`config.mk`:
```
export PLATFORM = sky130hd
export DESIGN_NAME = flag_cond_unit
export DESIGN_NICKNAME = d
export VERILOG_FILES = /design/src/rtl/flag_cond_unit.sv
export SDC_FILE = /design/constraint.sdc
export NUM_CORES = 1
export LEC_CHECK = 0
export BUFFER_PORTS_ARGS = -buffer_cell sky130_fd_sc_hd__buf_4
export CORE_MARGIN = 8
export CORE_UTILIZATION = 50
export DETAILED_ROUTE_END_ITERATION = 7
export GPL_ROUTABILITY_DRIVEN = 1
export GPL_TIMING_DRIVEN = 0
export HOLD_SLACK_MARGIN = 0.03
export PLACE_DENSITY = 0.88
export SLEW_MARGIN = 15
export SYNTH_ARGS = -nofsm -noshare
export SYNTH_HDL_FRONTEND = slang
export SYNTH_SLANG_ARGS = --single-unit
```
`constraint.sdc`:
```
create_clock -name clk -period 2.2 [get_ports clk]
set_input_delay 0 -clock clk [delete_from_list [all_inputs] [get_ports clk]]
set_output_delay 0 -clock clk [all_outputs]
set_load 0.01 [all_outputs]
```
`src/rtl/flag_cond_unit.sv`:
```
`default_nettype none
// ============================================================================
// Module   : flag_cond_unit
// Purpose  : Consumer end of the ALU flag interface. Holds the architectural
//            NZCV register, resolves ID-stage B.cond requests against it one
//            cycle after acceptance, and counts taken conditional branches.
// Ports    : clk, reset            - clock, synchronous active-high reset
//            ex_valid/ex_set_flags - EX instruction valid / writes NZCV
//            negative..overflow    - ALU flags from EX
//            stall, flush          - pipeline freeze / squash of ID and EX
//            cond_valid, cond      - ID B.cond request and A64 condition code
//            flags_q               - architectural {N,Z,C,V}
//            cond_resolved/taken   - registered resolution result
//            cond_stall            - combinational hold request to ID
//            taken_cnt             - saturating taken-branch count
// Config   : FLAG_BYPASS_EN - when defined, an EX flag write is forwarded to
//            the same-cycle branch instead of stalling ID for one cycle.
// Revision : 1.0 - initial release
// ============================================================================
module flag_cond_unit #(
  parameter int CNT_W = 16
) (
  input  logic             clk,
  input  logic             reset,
  input  logic             ex_valid,
  input  logic             ex_set_flags,
  input  logic             negative,
  input  logic             zero,
  input  logic             carry_out,
  input  logic             overflow,
  input  logic             stall,
  input  logic             flush,
  input  logic             cond_valid,
  input  logic [3:0]       cond,
  output logic [3:0]       flags_q,
  output logic             cond_resolved,
  output logic             cond_taken,
  output logic             cond_stall,
  output logic [CNT_W-1:0] taken_cnt
);

  logic [3:0]       flags_d;
  logic             cond_resolved_q, cond_resolved_d;
  logic             cond_taken_q, cond_taken_d;
  logic [CNT_W-1:0] taken_cnt_q, taken_cnt_d;

  logic [3:0]       w_alu_flags;
  logic [3:0]       w_eff;
  logic             w_flag_wr;
  logic             w_acc;

  assign w_alu_flags = {negative, zero, carry_out, overflow};
  assign w_flag_wr   = ex_valid & ex_set_flags & ~stall & ~flush;
  assign w_acc       = cond_valid & ~cond_stall & ~stall & ~flush;

  // A64 condition evaluation, flags ordered {N,Z,C,V}.
  function automatic logic eval_cond(input logic [3:0] c, input logic [3:0] f);
    logic n, z, cy, v;
    logic r;
    n  = f[3];
    z  = f[2];
    cy = f[1];
    v  = f[0];
    case (c)
      4'h0:    r = z;
      4'h1:    r = ~z;
      4'h2:    r = cy;
      4'h3:    r = ~cy;
      4'h4:    r = n;
      4'h5:    r = ~n;
      4'h6:    r = v;
      4'h7:    r = ~v;
      4'h8:    r = cy & ~z;
      4'h9:    r = ~(cy & ~z);
      4'hA:    r = (n == v);
      4'hB:    r = (n != v);
      4'hC:    r = ~z & (n == v);
      4'hD:    r = ~(~z & (n == v));
      default: r = 1'b1;
    endcase
    return r;
  endfunction

`ifdef FLAG_BYPASS_EN
  // The older EX instruction's flags are forwarded straight into the branch.
  assign w_eff = w_flag_wr ? w_alu_flags : flags_q;

  always_comb begin
    cond_stall = 1'b0;
  end
`else
  // Without forwarding, a branch behind a flag-setting EX instruction waits
  // one cycle and is then resolved from the freshly written flags_q.
  localparam logic [0:0] C_IDLE = 1'b0;
  localparam logic [0:0] C_WAIT = 1'b1;

  logic [0:0] state_q, state_d;

  assign w_eff = flags_q;

  // State register
  always_ff @(posedge clk) begin
    if (reset) begin
      state_q <= C_IDLE;
    end else begin
      state_q <= state_d;
    end
  end

  // Next-state logic; flush takes priority over stall.
  always_comb begin
    state_d = state_q;
    if (flush) begin
      state_d = C_IDLE;
    end else if (!stall) begin
      case (state_q)
        C_IDLE:  if (cond_stall) state_d = C_WAIT;
        C_WAIT:  if (w_acc)      state_d = C_IDLE;
        default: state_d = C_IDLE;
      endcase
    end
  end

  // Output logic: hold ID while a flag write is in flight ahead of it.
  always_comb begin
    cond_stall = ~reset & cond_valid & ex_valid & ex_set_flags & ~flush;
  end
`endif

  always_comb begin
    flags_d         = w_flag_wr ? w_alu_flags : flags_q;
    cond_resolved_d = w_acc;
    cond_taken_d    = w_acc & eval_cond(cond, w_eff);
    taken_cnt_d     = taken_cnt_q;
    if (cond_resolved_q && cond_taken_q && !stall && !(&taken_cnt_q)) begin
      taken_cnt_d = taken_cnt_q + CNT_W'(1);
    end
  end

  always_ff @(posedge clk) begin
    if (reset) begin
      flags_q         <= 4'b0000;
      cond_resolved_q <= 1'b0;
      cond_taken_q    <= 1'b0;
      taken_cnt_q     <= '0;
    end else begin
      flags_q         <= flags_d;
      cond_resolved_q <= cond_resolved_d;
      cond_taken_q    <= cond_taken_d;
      taken_cnt_q     <= taken_cnt_d;
    end
  end

  assign cond_resolved = cond_resolved_q;
  assign cond_taken    = cond_taken_q;
  assign taken_cnt     = taken_cnt_q;

endmodule
`default_nettype wire

```
==> run_results.csv <==
group,metric,value,unit
final_layout,fin_area,0.001695,mm²
clock_tree,clock_sinks,22,
synthesis,async_flop_share,0,%
setup_path,critPathCaptureType,"flop",
sta,max-slew-margin-rel,48.43,%
synthesis,synth_nets,167,
placement,dp_slack,0.2014,ns
detailed_routing,wl_per_cell,16.04,µm
hold_path,hp-class,"in -> reg",
final_layout,multi_input_area,779.5,µm²
clock_tree,cts_resized,0,
floorplanning,die_y,66.30,µm
detailed_routing,postRouteAntennaNets,0,
global_route,antenna_found_initial,0,
pwr,p_leak,0.6344,nW
clock_tree,cts_tree,"yes",
placement,place_congestion,0.8375,
clock_tree,cts_buffers,3,
synthesis,synth_edf_count,0,
sta,finalHoldViolations,0,
synthesis,netlist.area_leader.share,34.82,%
setup_path,cp-endpoint,"taken_cnt[3]",
global_route,track_usage,16.94,%
synthesis,avgSynthCellArea,8.377,µm²
floorplanning,dieWidth,66.30,µm
synthesis,synth-seq-cells,22,
sta,fin_crit_sh,95.28,%
detailed_routing,num_vias,1403,
clock_tree,clk_pin_slew_worst_paths,0.13,ns
global_route,grt_max_degree,14,
detailed_routing,first_iter_violations,179,
setup_path,reg2reg_slack,0.10,ns
clock_tree,htreeDepth,1,
final_layout,layout.area.seq,440.4,µm²
sta,drv_slew,0,
floorplanning,fp.coreArea,0.002432,mm²
placement,post_dp_cell_area,0.001573,mm²
setup_path,crit_start,"taken_cnt[9]",
sta,tns,0,ns
clock_tree,cts_root_buffer,"clkbuf_4",
synthesis,synth_flop_cell,"dfxtp_1",
final_layout,fin_nets,215,
setup_path,critical_path_class,"reg -> reg",
setup_path,cp.required,2.45,ns
setup_path,r2r_cells,5,
synthesis,syn_inst,151,
sta,worst_slew_pin_slew,0.7677,ns
synthesis,synth_area_leaders,"dfxtp_1 (35%), o31ai_1 (5.9%), a21oi_1 (5.5%), or4_1 (4.2%), mux2i_1 (4.0%)",
floorplanning,die_area,0.004396,mm²
status,violations,"design-rule violations",
setup_path,critPathLaunchType,"flop",
sta,clock.fmax,477.1,MHz
sta,fin_ws,0.1039,ns
pwr,max-vdd-ir-drop,0.0003184,V
final_layout,final_util,69.70,%
clock_tree,clock_path_buffers,2,
floorplanning,ios,38,
pwr,finalPower,0.7909,mW
global_route,grt_pass1_vias,1446,
synthesis,synth_cell_types,42,
pwr,power_density,466.5,mW/mm²
global_route,grt_overflow_total,0,
final_layout,diodes,0,
placement,dp_hpwl,2715,µm
floorplanning,start_util,52.01,%
sta,rsz0062_at_grt,"false",
sta,setup_viol,0,
setup_path,arrival,2.35,ns
sta,min_period,2.096,ns
final_layout,syn2layout_area_growth,34.03,%
placement,port_buffers,36,
sta,skew,0.01233,ns
setup_path,crit_fanout,10,
synthesis,yosys.area.top_type,"dfxtp_1",
clock_tree,postCtsSetupBuffers,0,
final_layout,fillers,200,
status,status,"complete, but fails checks",
final_layout,drive_gt1_share,28.28,%
detailed_routing,drcViolationCount,2,
detailed_routing,firstDrtPassIters,6,
synthesis,synth_warnings,0,
clock_tree,clkLatencyLatePin,0.31,ns
synthesis,yosysSeqAreaShare,34.82,%
detailed_routing,via_per_inst,6.154,
flow_run,drv_cap,0,
global_route,grt_pass1_wl,6147,µm
floorplanning,rows,18,
setup_path,r2r-end,"taken_cnt[3]",
setup_path,r2r_start,"taken_cnt[9]",
synthesis,synth_area,0.001265,mm²
detailed_routing,drt-total-wl,3657,µm
==> layout make-up <==
cell class                      count  area share [%]
Clock buffer                        3           1.328
Sequential cell                    22           25.98
Clock inverter                      1           1.771
Buffer                              6           1.550
Timing Repair Buffer               43           20.07
Tap cell                           30           2.214
Multi-Input combinational cell    118           45.98
Inverter                            5           1.107
==> Yosys cell counts, types with 2 or more instances <==
cell type	instances
or3_1	3
nand3_1	5
clkbuf_1	3
nand2_1	9
dfxtp_1	22
nor3_1	2
nand3b_1	2
inv_1	5
mux2_2	4
nand4_1	4
nand2b_1	3
or4_1	7
nor3b_1	2
buf_2	3
nor4_1	4
o31ai_1	10
mux2i_1	5
o31a_1	3
nor2b_1	4
nor2_1	13
a21oi_1	14
o21ai_0	4
==> how the worst min path moves through the flow <==
stage	from	to	slack (ns)	depth (start not counted)
final	flush	cond_taken	0.08	4
after global routing	flush	cond_taken	0.09	4
after CTS	flush	cond_taken	0.08	4
after detailed placement	stall	cond_resolved	0.21	2
after global placement	stall	cond_resolved	0.20	2
after floorplan	stall	cond_resolved	0.09	1
==> through the flow <==
stage               hold WS, ns  cells
finish                  0.07997    228
global route            0.09361    228
CTS                     0.07815    228
detailed placement       0.2111    217
global placement         0.2005    217
floorplan               0.08803    151
==> power by group <==
part / total [mW] / switching (mW) / internal, mW
Combinational: 0.0738 / 0.0325 / 0.0412
Clock: 0.313 / 0.129 / 0.184
Sequential: 0.404 / 0.00369 / 0.401
==> per-layer routing <==
metal	global-route usage (%)	vias up	part of all wire, %
li1	-	672	-
met1	18.16	660	41
met2	31.24	63	50
met3	3.390	8	7.1
met4	6.933	0	1.7
met5	0	-	0
==> cells by family after synthesis <==
kind of cell | after synthesis | synth area share (%)
flip-flops | 22 | 34.82
AO/OA/AOI/OAI | 37 | 19.09
multiplexers | 9 | 7.517
AND/OR/NAND/NOR | 70 | 33.33
XOR/XNOR | 1 | 0.6925
buffers and inverters | 11 | 3.561
adder cells (fa/ha/maj) | 1 | 0.9890
==> state kept, by name, indices dropped and copies added, names as in the netlist <==
signal and flops:
cond_resolved 1, cond_taken 1, flags_q 4, taken_cnt 16
==> what timing repair did <==
item	4_1_cts	5_1_grt
hold buffers	7	0
hold endpoints to repair	7	0
setup endpoints to repair	0	0
==> cells in the final DEF (no fill, tap or decap), types with 4 or more instances in the layout <==
| master | n |
|---|---|
| a21oi_1 | 14 |
| buf_4 | 36 |
| dfxtp_1 | 22 |
| dlygate4sd3_1 | 7 |
| inv_1 | 5 |
| mux2_2 | 4 |
| mux2i_1 | 5 |
| nand2_1 | 9 |
| nand3_1 | 5 |
| nand4_1 | 4 |
| nor2_1 | 13 |
| nor2b_1 | 4 |
| nor4_1 | 4 |
| o21ai_0 | 4 |
| o31ai_1 | 10 |
| or4_1 | 7 |
==> worst max-delay path, cell delays in order (launching register included) <==
cell and delay, ns:
dfxtp_1 0.47, nand4_1 0.23, nor4_1 0.72, buf_2 0.36, o21ai_0 0.13, a21oi_1 0.14
No activity file was read; power rests on OpenSTA's default activity.
